[src/rtl/lcd_rx_monitor.sv]
// Receive-side monitor for a DE-mode RGB565 LCD link: rebuilds pixel coordinates
// from the data-enable timing, checks line/frame geometry and sums each frame.
module lcd_rx_monitor #(
    parameter int H_ACTIVE  = 480,
    parameter int V_ACTIVE  = 272,
    parameter int V_GAP_MIN = 1024,
    parameter int GAP_W     = 11
) (
    input  logic        PixelClk,
    input  logic        Reset,
    input  logic        LCD_DEN,
    input  logic [4:0]  LCD_R,
    input  logic [5:0]  LCD_G,
    input  logic [4:0]  LCD_B,
    output logic        pix_valid,
    output logic [8:0]  pix_x,
    output logic [8:0]  pix_y,
    output logic [15:0] pix_data,
    output logic        frame_done,
    output logic [15:0] frame_sum,
    output logic [15:0] frame_count,
    output logic        line_len_err,
    output logic        line_cnt_err,
    output logic        locked
);

    localparam logic [GAP_W-1:0] GAP_MIN  = GAP_W'(V_GAP_MIN);
    localparam logic [8:0]       X_MAX    = 9'(H_ACTIVE - 1);
    localparam logic [8:0]       Y_MAX    = 9'(V_ACTIVE - 1);
    localparam logic [9:0]       LINE_LEN = 10'(H_ACTIVE);
    localparam logic [9:0]       LINE_CNT = 10'(V_ACTIVE);

    typedef enum logic [1:0] {SYNC, VBLANK, ACTIVE, HBLANK} state_t;

    state_t           state;
    logic [GAP_W-1:0] gap;
    logic [9:0]       line_px;
    logic [9:0]       lines;
    logic [15:0]      sum;

    logic [15:0]      rgb;
    logic [GAP_W-1:0] gap_inc;
    logic [9:0]       px_inc;
    logic [9:0]       lines_inc;

    assign rgb       = {LCD_R, LCD_G, LCD_B};
    assign gap_inc   = (&gap)     ? gap     : gap + GAP_W'(1);
    assign px_inc    = (&line_px) ? line_px : line_px + 10'd1;
    assign lines_inc = (&lines)   ? lines   : lines + 10'd1;

    always_ff @(posedge PixelClk) begin
        if (Reset) begin
            state        <= SYNC;
            gap          <= '0;
            line_px      <= '0;
            lines        <= '0;
            sum          <= '0;
            pix_valid    <= 1'b0;
            pix_x        <= '0;
            pix_y        <= '0;
            pix_data     <= '0;
            frame_done   <= 1'b0;
            frame_sum    <= '0;
            frame_count  <= '0;
            line_len_err <= 1'b0;
            line_cnt_err <= 1'b0;
            locked       <= 1'b0;
        end else begin
            pix_valid  <= 1'b0;
            frame_done <= 1'b0;
            case (state)
                // Wait for a DE-low run long enough to be vertical blanking.
                SYNC: begin
                    if (LCD_DEN) begin
                        gap <= '0;
                    end else begin
                        gap <= gap_inc;
                        if (gap_inc >= GAP_MIN) begin
                            locked <= 1'b1;
                            state  <= VBLANK;
                        end
                    end
                end
                VBLANK: begin
                    if (LCD_DEN) begin
                        state     <= ACTIVE;
                        pix_valid <= 1'b1;
                        pix_x     <= '0;
                        pix_y     <= '0;
                        pix_data  <= rgb;
                        line_px   <= 10'd1;
                        lines     <= '0;
                        sum       <= rgb;
                    end
                end
                ACTIVE: begin
                    if (LCD_DEN) begin
                        pix_valid <= 1'b1;
                        pix_x     <= (pix_x >= X_MAX) ? X_MAX : pix_x + 9'd1;
                        pix_data  <= rgb;
                        line_px   <= px_inc;
                        sum       <= sum + rgb;
                    end else begin
                        state        <= HBLANK;
                        gap          <= GAP_W'(1);
                        line_len_err <= line_len_err | (line_px != LINE_LEN);
                        lines        <= lines_inc;
                    end
                end
                // A rising DE always wins over the gap reaching the vertical threshold.
                HBLANK: begin
                    if (LCD_DEN) begin
                        state     <= ACTIVE;
                        pix_valid <= 1'b1;
                        pix_x     <= '0;
                        pix_y     <= (pix_y >= Y_MAX) ? Y_MAX : pix_y + 9'd1;
                        pix_data  <= rgb;
                        line_px   <= 10'd1;
                        sum       <= sum + rgb;
                    end else begin
                        gap <= gap_inc;
                        if (gap_inc >= GAP_MIN) begin
                            state        <= VBLANK;
                            frame_done   <= 1'b1;
                            frame_sum    <= sum;
                            frame_count  <= frame_count + 16'd1;
                            line_cnt_err <= line_cnt_err | (lines != LINE_CNT);
                            lines        <= '0;
                        end
                    end
                end
                default: state <= SYNC;
            endcase
        end
    end

endmodule

[config.mk]
export PLATFORM = sky130hd
export DESIGN_NAME = lcd_rx_monitor
export DESIGN_NICKNAME = d
export VERILOG_FILES = /design/src/rtl/lcd_rx_monitor.sv
export SDC_FILE = /design/constraint.sdc
export NUM_CORES = 1
export LEC_CHECK = 0
export ABC_AREA = 1
export CAP_MARGIN = 20
export CORE_MARGIN = 2
export CORE_UTILIZATION = 30
export CTS_CLUSTER_SIZE = 24
export DETAILED_ROUTE_END_ITERATION = 6
export PLACE_DENSITY = 0.51
export SYNTH_ARGS = -nofsm -noshare
export SYNTH_HDL_FRONTEND = slang
export SYNTH_SLANG_ARGS = --single-unit
export TNS_END_PERCENT = 20
[constraint.sdc]
create_clock -name PixelClk -period 4 [get_ports PixelClk]
set_input_delay 0.8 -clock PixelClk [delete_from_list [all_inputs] [get_ports PixelClk]]
set_output_delay 0.8 -clock PixelClk [all_outputs]
set_load 0.01 [all_outputs]
Yosys cells after proc, flatten, opt, wreduce, memory -nomap -nowiden
Cells that the tools add are included.
{"block": "word_totals", "register_bits": 120, "in_bits": 19, "output_inout_bits": 71, "elab_cells": 104}
{"block": "op_classes", "n_addsub": 7, "n_lt_le_gt_ge": 3, "eq_ne": 16, "muxes": 33, "n_bitwise": 5, "reduce_logical": 25}
{"cell": "two-way mux 10 bit", "count": 8}
{"cell": "two-way mux 9 bit", "count": 5}
{"cell": "two-way mux 11 bit", "count": 4}
{"cell": "one-hot mux 9 bit (2 select lines)", "count": 2}
{"cell": "one-hot mux 11 bit (3 select lines)", "count": 1}
{"cell": "two-way mux 16 bit", "count": 2}
{"cell": "one-hot mux 16 bit (2 select lines)", "count": 1}
{"cell": "one-hot mux 10 bit (3 select lines)", "count": 1}
{"cell": "AND reduction 3 bit", "count": 7}
{"cell": "adder 10 x 1 -> 10 bit (second input constant)", "count": 2}
{"cell": "inequality test 10 x 9 -> 1 bit (second input constant)", "count": 2}
{"cell": "one-hot mux 10 bit (2 select lines)", "count": 1}
{"cell": "AND reduction 10 bit", "count": 2}
{"cell": "adder 9 x 1 -> 9 bit (second input constant)", "count": 2}
{"cell": ">= comparator 9 bit (second input constant)", "count": 2}
{"cell": "inequality test 2 bit (second input constant)", "count": 9}
{"cell": "adder 16 x 1 -> 16 bit (second input constant)", "count": 1}
{"cell": "adder 16 bit", "count": 1}
{"cell": "adder 11 x 1 -> 11 bit (second input constant)", "count": 1}
{"cell": ">= comparator 11 bit (second input constant)", "count": 1}
{"cell": "AND reduction 11 bit", "count": 1}
{"cell": "two-way mux 2 bit", "count": 5}
{"cell": "one-hot mux 2 bit (4 select lines)", "count": 1}
{"cell": "AND reduction 6 bit", "count": 1}
{"cell": "other kinds (13)", "count": 26}

Longest topological paths before layout
Gate-level depths: netlist of run 1.
{"block": "depth", "ltp_word": 6, "ltp_mapped": 14, "ltp_nobuf": 14}

Worst setup path before layout of run 1
No wires, ideal clock.
{"block": "synth_path", "path_type": "input to register", "from": "in LCD_B[0]", "to": "reg sum[8]", "setup_time_ns": 0.070, "t_arrival_ns": 2.147, "t_required_ns": 3.930, "slack_ns": 1.783, "cell_stages": 13, "path_buffers": 0, "cell_sequence": "ha_1 > inv_1 > fa_1 > inv_1 > nand3_1 > nand2_1 > nand2_1 > nand2_1 > nand2_1 > a21o_1 > nand3_1 > nand2_1 > a21oi_1"}
{"block": "synth_via", "elab_chain_cells": 3}
{"element": "start: declaration", "line_no": "14", "text": "input logic [4:0] LCD_B,"}
{"element": "adder 16 bit", "line_no": "102, 119"}
{"element": "two-way mux 16 bit", "line_no": "97, 112"}
{"element": "one-hot mux 16 bit (2 select lines)", "line_no": "71", "text": "case (state)"}
{"element": "end signal: assignment", "line_no": "93", "text": "sum <= rgb;"}
{"element": "end signal: assignment", "line_no": "102", "text": "sum <= sum + rgb;"}
{"element": "end signal: assignment", "line_no": "119", "text": "sum <= sum + rgb;"}
{"element": "end: declaration", "line_no": "39", "text": "logic [15:0] sum;"}
Every way passes these cells. The select of a mux whose other input is x is not followed.
A chain may end at the register's enable or synchronous reset.

Worst setup path after layout of run 1
{"block": "layout_path", "from": "in LCD_B[0]", "to": "reg sum[14]"}
The elaborated chain is that of the path after synthesis.

==> results of run 1 <==
[worst max path at each step]
stage	from	to	slack, ps	cells after the start
finish	LCD_B[0]	sum[14]	1470	14
global route	LCD_B[0]	sum[14]	1220	14
CTS	LCD_B[0]	sum[14]	1470	14
detailed placement	LCD_B[0]	sum[14]	1030	14
global placement	LCD_B[0]	sum[14]	1030	14
floorplan	LCD_B[0]	sum[8]	1780	13
[layout make-up]
cell class,instances,area [um2],area share
Clock buffer,24,492,0.0607
Clock inverter,7,92.6,0.0114
Inverter,100,380,0.0470
Multi-Input combinational cell,680,3460,0.428
Sequential cell,120,2400,0.297
Tap cell,275,344,0.0425
Timing Repair Buffer,94,923,0.114
[logic make-up after synthesis]
kind of cell,after synthesis,share of synthesized area
flops,120,0.375
fa+ha+maj,24,0.0481
simple gates,415,0.282
buf+inv,133,0.0837
compound gates,219,0.180
xor+xnor,22,0.0301
[cell usage in the layout, fill, tap and decap left out, types with 6 or more instances in the layout]
master / Yosys / layout
a21oi_1: 125 / 125
clkbuf_16: 0 / 17
clkdlybuf4s50_1: 0 / 88
dfxtp_1: 120 / 120
ha_1: 23 / 23
inv_1: 93 / 93
nand2_1: 239 / 239
nand3_1: 38 / 38
nand4_1: 16 / 16
nor2_1: 80 / 80
nor3_1: 15 / 15
o21ai_0: 64 / 64
o21ai_1: 6 / 6
xnor2_1: 7 / 7
xor2_1: 15 / 15
[report_power, final]
part / internal, uW / total [uW] / switching, uW
sequential: 1200 / 1200 / 0.901
clock: 977 / 1530 / 558
combinational: 31.3 / 89.8 / 58.5
total: 2200 / 2820 / 617
[sequential cells by signal, summed over array words and instances (netlist names), 10 cells and up]
signal	count
pix_data	16
lines	10
frame_sum	16
frame_count	16
sum	16
gap	11
line_px	10
[critical path, delay by kind of cell]
family | cells | cell delay [ps]
and+or+nand+nor | 8 | 720
buffers and inverters | 3 | 670
adders and majority gates | 2 | 540
AOI/OAI and AO/OA | 1 | 50
[per-layer routing]
layer  wire length (um)  GRT usage
met1               8940      0.220
met2               7790      0.261
met3                824     0.0470
met4                134     0.0439
met5                  0          0
[stage by stage]
stage,instance area [um2],hold slack (ps),power [uW],utilization,cells
after global routing,8100,489,2920,0.386,1300
after floorplan,6400,453,1270,-,933
final,8100,468,2820,0.386,1300
after CTS,8100,466,2870,0.386,1300
after detailed placement,7510,457,1310,0.358,1269
after global placement,7510,456,1310,0.358,1269
==> metrics.md, run 1 <==
| Metric | Value |
|---|---|
| DRT antenna net count | `0` |
| Share of the synthesized area in the top cell type | `0.375` |
| Largest net degree at the start of global routing | `78` |
| Outcome | `completed` |
| Max Freq | `395 MHz` |
| Setup TNS | `0 ps` |
| Setup Crit Path Kind | `in2reg` |
| Starting Density | `0.305` |
| Main synth FF type | `dfxtp_1` |
| CTS buffer count | `17` |
| Post-DP HPWL | `12,100 um` |
| Maximum root-to-sink buffer count | `2` |
| Die X | `150 um` |
| Worst Setup Start Kind | `input port` |
| Total wire length | `17,700 um` |
| Synth-to-layout area growth | `26.5%` |
| Hold path cells | `2` |
| Post-synth net total | `976` |
| GPL Wtd Cong | `0.796` |
| CTS tree | `done` |
| Setup WS post-layout | `1470 ps` |
| Final Hold Vio Count | `0` |
| Reg2Reg Setup Slack | `1770 ps` |
| Period utilisation layout | `0.632` |
| Residual DRC | `0` |
| Syn Std Cell Area | `6400 um2` |
| Crit-path cells | `clkdlybuf4s50_1 -> ha_1 -> inv_1 -> fa_1 -> inv_1 -> nand3_1 -> nand2_1 -> nand2_1 -> nand2_1 -> nand3_1 -> nand3_1 -> nand3_1 -> nand2_1 -> a21oi_1` |
| Req. time, crit path | `4260 ps` |
| Avg Cell Area, Syn | `6.86 um2` |
| DRT iter0 DRCs | `281` |
| Die Height | `150 um` |
| Number of global-route vias before repair | `5,872` |
| Reg-to-reg endpoint | `frame_count[4]` |
| MaxCap Viol Count | `0` |
| Synth area leader | `dfxtp_1` |
| Most frequent cells after synthesis | `nand2_1 (239), a21oi_1 (125), dfxtp_1 (120), inv_1 (93), nor2_1 (80)` |
| Final setup skew | `9.37 ps` |
| Worst path max stage delay | `510 ps` |
| Maximum vdd drop | `0.284 mV` |
| Setup Viol. Count Final | `0` |
| Hold Crit Start | `frame_sum[13]` |
| GRT Total Usage | `0.165` |
| Worst Hold End | `frame_sum[13]` |
| Slowest cell on crit path | `clkdlybuf4s50_1` |
| Ys Warns | `0` |
| Crit-path max FO | `4` |
| Clk_lat worst skew | `420 ps` |
| Number of synthesized flops with an enable pin | `0` |
| Row cnt | `53` |
| Synth Instances | `933` |
| Fill cells | `2,292` |
| Initial antenna violation count | `0` |
| Reg2Reg Launch Point | `gap[0]` |
| Worst min path class | `reg2reg` |
| RSZ-0062 raised after global routing | `no` |
| Crit path DAT | `2790 ps` |
| Die area | `22,500 um2` |
| Post-cts gate resize count | `0` |
| GRT overflow | `0` |
| Post-synthesis sequential area ratio | `0.375` |
| Yosys reg bits | `120` |
| Global-route wire length before repair | `29,400 um` |
| Area contributors post-synth | `dfxtp_1 (38%), nand2_1 (14%), a21oi_1 (9.8%), inv_1 (5.5%), o21ai_0 (5.0%)` |
| # hold bufs at CTS | `0` |
| Slew margin rel. | `0.395` |
| Clock root cell | `clkbuf_16` |
| TritonRoute pass-1 iters | `7` |
| Number of distinct library cells after synthesis | `45` |
| Worst Reg-to-Reg Cells | `10` |
| Routed vias | `6,138` |
| Vias per std cell | `4.72` |
| Crit end category | `flip-flop` |
| Share of cells above drive strength 1 | `0.0566` |
| Ports | `90` |
| Ant diodes | `0` |
| LEAKAGE | `0.00316 uW` |
| DR WL/cell | `13.6 um` |
| Setup bufs post-CTS | `0` |
| # clock sinks | `120` |
| Number of nets in the layout | `1,056` |
| Clk slew on worst S/H paths | `50 ps` |
| Pwr/cell area | `349 nW/um2` |
| Most common cell in the netlist | `nand2_1` |
| Port buffer count | `89` |
| Async SR Flop Fraction | `0` |
| Core Box Area | `21,000 um2` |
| Min cycle time layout | `2530 ps` |
| H-tree depth | `4` |
| Slew at the pin closest to its max-slew limit | `907 ps` |
| Pre-CTS WS | `1030 ps` |
| Max-slew violations | `0` |
Power figures use the tool's default switching activity.
==> run 2: changes to the inputs <==
--- a/config.mk
+++ b/config.mk
@@ -11,7 +11,7 @@
 export CORE_UTILIZATION = 30
 export CTS_CLUSTER_SIZE = 24
 export DETAILED_ROUTE_END_ITERATION = 6
-export PLACE_DENSITY = 0.51
+export PLACE_DENSITY = 0.53
 export SYNTH_ARGS = -nofsm -noshare
 export SYNTH_HDL_FRONTEND = slang
 export SYNTH_SLANG_ARGS = --single-unit
==> constraint.sdc (replaced) <==
create_clock -name PixelClk -period 2.15 [get_ports PixelClk]
set_input_delay 0.43 -clock PixelClk [delete_from_list [all_inputs] [get_ports PixelClk]]
set_output_delay 0.43 -clock PixelClk [all_outputs]
set_load 0.01 [all_outputs]
==> run 2 against run 1 <==
Clock skew decreased by 2.6 ps. Largest cell class unchanged. Sequential share of layout area decreased by 1.9 points. Count of clock-buffer cells in the layout decreased by 3. Critical path type unchanged.
==> metrics.md, run 2 (synthesis gave the netlist of run 1 again) <==
| Metric | Value |
|---|---|
| Min cycle time layout | `1980 ps` |
| Ports | `90 (unchanged)` |
| Req. time, crit path | `2500 ps (-1760 ps)` |
| Number of nets in the layout | `1,115 (+5.6%)` |
| Slowest cell on crit path | `clkdlybuf4s50_1` |
| Row cnt | `53 (unchanged)` |
| Final Cell Area | `8640 um2 (+6.8%)` |
| Slew at the pin closest to its max-slew limit | `638 ps (-270 ps)` |
| Crit-path max FO | `3 (-1)` |
| # hold bufs at CTS | `0 (unchanged)` |
| RSZ-0062 raised after global routing | `no` |
| Largest net degree at the start of global routing | `58 (-26%)` |
| Slew margin rel. | `0.571 (+0.176)` |
| Max-slew violations | `0 (unchanged)` |
| Reg-to-reg endpoint | `frame_count[12]` |
| Pre-CTS WS | `-359 ps (-1390 ps)` |
| Hold Crit Start | `Reset` |
| Crit path DAT | `2320 ps (-470 ps)` |
| Starting Density | `0.305 (unchanged)` |
| Pwr/cell area | `645 nW/um2 (+85%)` |
| # clock sinks | `120 (unchanged)` |
| Min Hold Slack | `353 ps (-115 ps)` |
| Most frequent cells in the layout | `nand2_1 (236), a21oi_1 (124), dfxtp_1 (120)` |
| Die X | `150 um (unchanged)` |
| Crit-path cells | `clkdlybuf4s50_1 -> ha_2 -> inv_1 -> fa_2 -> inv_2 -> nand3_1 -> nand2_2 -> nand2_1 -> nand2_2 -> buf_4 -> xor2_1 -> o21ai_0 -> a21oi_1` |
| H-tree depth | `4 (unchanged)` |
| MaxCap Viol Count | `0 (unchanged)` |
| Share of cells above drive strength 1 | `0.118 (+0.0614)` |
| Clock root cell | `clkbuf_16` |
| Setup WS post-layout | `175 ps (-1300 ps)` |
| Crit end category | `flip-flop` |
| Reg2Reg Setup Slack | `230 ps (-1540 ps)` |
| Most common cell after layout, fill and taps aside | `nand2_1` |
| Worst path max stage delay | `490 ps (-20 ps)` |
| Maximum root-to-sink buffer count | `2 (unchanged)` |
| Period utilisation layout | `0.919` |
| DRT antenna net count | `0 (unchanged)` |
| Synth-to-layout area growth | `35.1%` |
| Overall Power | `5580 uW (+98%)` |
| Most used cell, CP | `nand2_2` |
| Clk slew on worst S/H paths | `50 ps (about the same)` |
| CTS tree | `done` |
| DRT iter0 DRCs | `302 (+7.5%)` |
| Worst Setup Start Kind | `input port` |
| Setup Crit Path Kind | `in2reg` |
| Hold path cells | `2 (unchanged)` |
| CTS buffer count | `17 (unchanged)` |
| Final Hold Vio Count | `0 (unchanged)` |
| Global-route wire length before repair | `29,700 um (+0.98%)` |
| TritonRoute pass-1 iters | `6 (-1)` |
| Reg2Reg Launch Point | `gap[0]` |
| Ant diodes | `0 (unchanged)` |
| LEAKAGE | `0.00348 uW (+10%)` |
| Core Box Area | `21,000 um2 (unchanged)` |
| Initial antenna violation count | `0 (unchanged)` |
| Residual DRC | `0 (unchanged)` |
| Die Height | `150 um (unchanged)` |
| Clk_lat worst skew | `420 ps (about the same)` |
| Final setup skew | `6.73 ps (-2.65 ps)` |
| Total wire length | `18,000 um (+1.9%)` |
| Post-DP HPWL | `12,900 um (+6.5%)` |
| Worst Hold End | `lines[3]` |
| Die area | `22,500 um2 (unchanged)` |
| GRT overflow | `0 (unchanged)` |
| Vias per std cell | `4.66 (-1.3%)` |
| Port buffer count | `89 (unchanged)` |
| Dpl cell area | `7960 um2 (+6.0%)` |
| Worst min path class | `in2reg` |
| Worst Reg-to-Reg Cells | `11 (+1)` |
| GPL Wtd Cong | `0.804 (+0.94%)` |
| GRT Total Usage | `0.166 (+0.000718)` |
| Outcome | `completed` |
| Number of global-route vias before repair | `5,952 (+1.4%)` |
| Maximum vdd drop | `0.515 mV (+81%)` |
| DR WL/cell | `13.3 um (-2.6%)` |
| Setup Viol. Count Final | `0 (unchanged)` |
| Max Freq | `506 MHz` |
| Routed vias | `6,341 (+3.3%)` |
-- run 2: cell count changes in the layout (fill, tap and decap cells not counted), moves of 2 or more --
| cell | previous run | this run |
|---|---|---|
| buf_12 | 0 | 2 |
| buf_4 | 5 | 62 |
| bufinv_16 | 2 | 4 |
| clkbuf_1 | 3 | 0 |
| nand2_1 | 239 | 236 |
| nand2_2 | 3 | 6 |
-- run 2: critical path: cells and delay by family --
family,cells,cell delay (ps)
buffers and inverters,4,710
adder cells (fa/ha/maj),2,510
XOR/XNOR,1,120
AO/OA/AOI/OAI,2,220
AND/OR/NAND/NOR,4,320
-- run 2: how the worst max path moves through the flow --
stage	slack (ps)	cells past startpoint	from	to
detailed placement	-360	14	LCD_B[0]	sum[8]
global route	20	14	LCD_B[4]	sum[15]
floorplan	300	13	LCD_B[0]	sum[8]
global placement	-320	15	LCD_B[0]	sum[14]
finish	170	13	LCD_B[0]	sum[6]
CTS	80	13	LCD_B[0]	sum[6]
-- run 2: layout make-up --
class | instances | area, um2
repair buffers | 153 | 1390
flip-flops and latches | 120 | 2400
fillers | 2244 | 12300
clock buffers | 21 | 480
inverters | 100 | 380
clock inverters | 11 | 169
well taps | 275 | 344
multi-input cells | 680 | 3480
-- run 2: power breakdown --
part           switching, uW  leakage [uW]  internal (uW)  total [uW]
clock                   1080      0.000307           2060        3140
sequential              1.65      0.000966           2230        2230
combinational            116       0.00221           93.7         210
-- run 2: metrics by stage --
stage | instances | TNS, ps | util
final | 1360 | 0 | 0.413
after detailed placement | 1326 | -2720 | 0.380
after floorplan | 933 | 0 | -
after CTS | 1358 | 0 | 0.411
after global routing | 1360 | 0 | 0.413
after global placement | 1326 | -2430 | 0.380
-- run 2: what timing repair did --
item                                   CTS  global route
setup endpoints to repair                0             4
gates resized for setup                  0             7
endpoints found under the hold margin    0             0
setup buffers                            0             2
-- run 2: metal layers --
metal  wire length, um  up-vias  track usage
met4               129        0       0.0392
met3               763       11       0.0439
met1              8870     2890        0.220
met5                 0        -            0
li1                  -     3359            -
met2              8250       81        0.268
==> run 3: changes to the inputs <==
--- a/config.mk
+++ b/config.mk
@@ -9,8 +9,10 @@
 export CAP_MARGIN = 20
 export CORE_MARGIN = 2
 export CORE_UTILIZATION = 30
+export CTS_BUF_LIST = sky130_fd_sc_hd__clkbuf_8 sky130_fd_sc_hd__clkbuf_16
 export CTS_CLUSTER_SIZE = 24
 export DETAILED_ROUTE_END_ITERATION = 6
+export MAX_ROUTING_LAYER = met4
 export PLACE_DENSITY = 0.53
 export SYNTH_ARGS = -nofsm -noshare
 export SYNTH_HDL_FRONTEND = slang
==> run 3 against run 2 <==
Sequential share of layout area is the same. Register-to-register slack barely moved. Non-clock buffer count did not move. Count of clock-buffer cells in the layout stayed put. Critical path depth stayed put. Worst setup slack worse by 0.66 ps. Die area unchanged. Core utilization is the same. First-iteration DRC count is 22% higher. Via count decreased by 0.25%. Critical path type unchanged.
==> metrics.md, run 3 (synthesis gave the netlist of run 1 again) <==
| Metric | Value |
|---|---|
| Outcome | `completed` |
| Row cnt | `53 (unchanged)` |
| DRT antenna net count | `0 (unchanged)` |
| Non-Filler Instances | `1,360 (unchanged)` |
| Residual DRC | `0 (unchanged)` |
| Setup Crit Path Kind | `in2reg` |
| Final setup skew | `6.78 ps (+0.0523 ps)` |
| # clock sinks | `120 (unchanged)` |
| GRT Total Usage | `0.171 (+0.00507)` |
| Min cycle time layout | `1980 ps (+0.664 ps)` |
| Vias per std cell | `4.65 (-0.25%)` |
| DRT iter0 DRCs | `368 (+22%)` |
| Die area | `22,500 um2 (unchanged)` |
| Largest net degree at the start of global routing | `58 (unchanged)` |
| CTS buffer count | `17 (unchanged)` |
| Crit end category | `flip-flop` |
| Number of nets in the layout | `1,115 (unchanged)` |
| GPL Wtd Cong | `0.816 (+1.5%)` |
| Placed cells | `1,326 (unchanged)` |
| Share of cells above drive strength 1 | `0.118 (unchanged)` |
| Slew at the pin closest to its max-slew limit | `639 ps (+1.40 ps)` |
| Period utilisation layout | `0.919 (about the same)` |
| Most used cell, CP | `nand2_2` |
| Clock root cell | `clkbuf_16` |
| Final core utilization | `0.413 (unchanged)` |
| LEAKAGE | `0.00348 uW (unchanged)` |
| DR WL/cell | `13.2 um (-0.25%)` |
| WL met3 | `737 um (-3.4%)` |
| Worst path max stage delay | `490 ps (about the same)` |
| Worst Setup Start Kind | `input port` |
| Ports | `90 (unchanged)` |
| Worst min path class | `in2reg` |
| GRT overflow | `0 (unchanged)` |
| Req. time, crit path | `2500 ps (about the same)` |
| Final Hold Vio Count | `0 (unchanged)` |
| Fill cells | `2,244 (unchanged)` |
| Worst path top cell family by delay | `buffers and inverters` |
| Clk_lat worst skew | `420 ps (about the same)` |
| Metal-1 WL | `8900 um (+0.24%)` |
| Global-route wire length before repair | `29,800 um (about the same)` |
| Worst path bufs/invs | `4 (unchanged)` |
| Port buffer count | `89 (unchanged)` |
| Initial antenna violation count | `0 (unchanged)` |
| Crit-path cells | `clkdlybuf4s50_1 -> ha_2 -> inv_1 -> fa_2 -> inv_2 -> nand3_1 -> nand2_2 -> nand2_1 -> nand2_2 -> buf_4 -> xor2_1 -> o21ai_0 -> a21oi_1` |
| Starting Density | `0.305 (unchanged)` |
| Crit-path max FO | `3 (unchanged)` |
| Clk slew on worst S/H paths | `50 ps (about the same)` |
| Met2 Routed Length | `8180 um (-0.86%)` |
| Post-DP HPWL | `12,900 um (unchanged)` |
| Total wire length | `18,000 um (-0.25%)` |
| H-tree depth | `4 (unchanged)` |
| Core Box Area | `21,000 um2 (unchanged)` |
| Crit path DAT | `2320 ps (about the same)` |
| RSZ-0062 raised after global routing | `no` |
| Most frequent cells in the layout | `nand2_1 (236), a21oi_1 (124), dfxtp_1 (120)` |
| Slowest cell on crit path | `clkdlybuf4s50_1` |
| Max-slew violations | `0 (unchanged)` |
| Highest metal used | `met4` |
| Synth-to-layout area growth | `35.1% (unchanged)` |
| Multi-input gate area | `3480 um2 (unchanged)` |
| Setup TNS | `0 ps (unchanged)` |
| MaxCap Viol Count | `0 (unchanged)` |
| Die Height | `150 um (unchanged)` |
| Number of global-route vias before repair | `5,940 (-0.20%)` |
| Die X | `150 um (unchanged)` |
| Routed vias | `6,325 (-0.25%)` |
| Ant diodes | `0 (unchanged)` |
| CTS tree | `done` |
| Max Freq | `506 MHz (about the same)` |
| Maximum root-to-sink buffer count | `2 (unchanged)` |
| Pwr/cell area | `646 nW/um2 (about the same)` |
| Slew margin rel. | `0.570 (-0.000942)` |
| Maximum vdd drop | `0.515 mV (-0.14%)` |
| Setup Viol. Count Final | `0 (unchanged)` |
| TritonRoute pass-1 iters | `7 (+1)` |
| Most common cell after layout, fill and taps aside | `nand2_1` |
| Register area | `2400 um2 (unchanged)` |
[run 3: repair_timing]
action	in CTS	in global routing
gates resized for setup	0	7
endpoints found under the setup margin	0	4
hold endpoints to repair	0	0
buffers inserted	0	2
hold buffers	0	0
[run 3: worst reg2reg max path: stages (launching register included)]
cell,delay [ps]
dfxtp_1,370
ha_1,230
nand4_2,190
inv_2,90
nand3_2,100
nand2_2,130
nand3_4,120
inv_2,170
buf_4,190
nand4_1,90
nand2_1,90
a21oi_1,40
[run 3: power by group]
group / total (uW) / leakage, uW / switching (uW) / internal, uW
clock network: 3140 / 0.000307 / 1080 / 2060
logic: 210 / 0.00221 / 116 / 93.7
registers: 2230 / 0.000966 / 1.66 / 2230
total: 5580 / 0.00348 / 1200 / 4380
[run 3: worst paths after layout]
kind                     start  slack, ps              end  cells past startpoint
setup / recovery      LCD_B[0]        170           sum[6]                     13
hold / removal           Reset        350         lines[3]                      2
hold reg to reg   frame_sum[6]        460     frame_sum[6]                      2
setup reg to reg        gap[0]        230  frame_count[12]                     11
[run 3: routing by layer]
layer	vias to the layer above	GRT usage
met5	-	-
met4	0	0.0392
met3	14	0.0424
met2	88	0.267
met1	2870	0.222
li1	3353	-
[run 3: layout make-up]
class                   count  area share
well taps                 275      0.0398
multi-input cells         680       0.402
inverters                 100      0.0440
clock inverters            11      0.0195
clock buffers              21      0.0556
repair buffers            153       0.161
flip-flops and latches    120       0.278
[run 3: per-stage QoR]
step	total power, uW	hold slack, ps	area [um2]	setup slack (ps)
CTS	5670	340	8610	79.6
global route	5770	344	8640	19.3
global placement	2490	454	7960	-318
floorplan	2370	453	6400	303
finish	5580	354	8640	174
detailed placement	2490	461	7960	-359
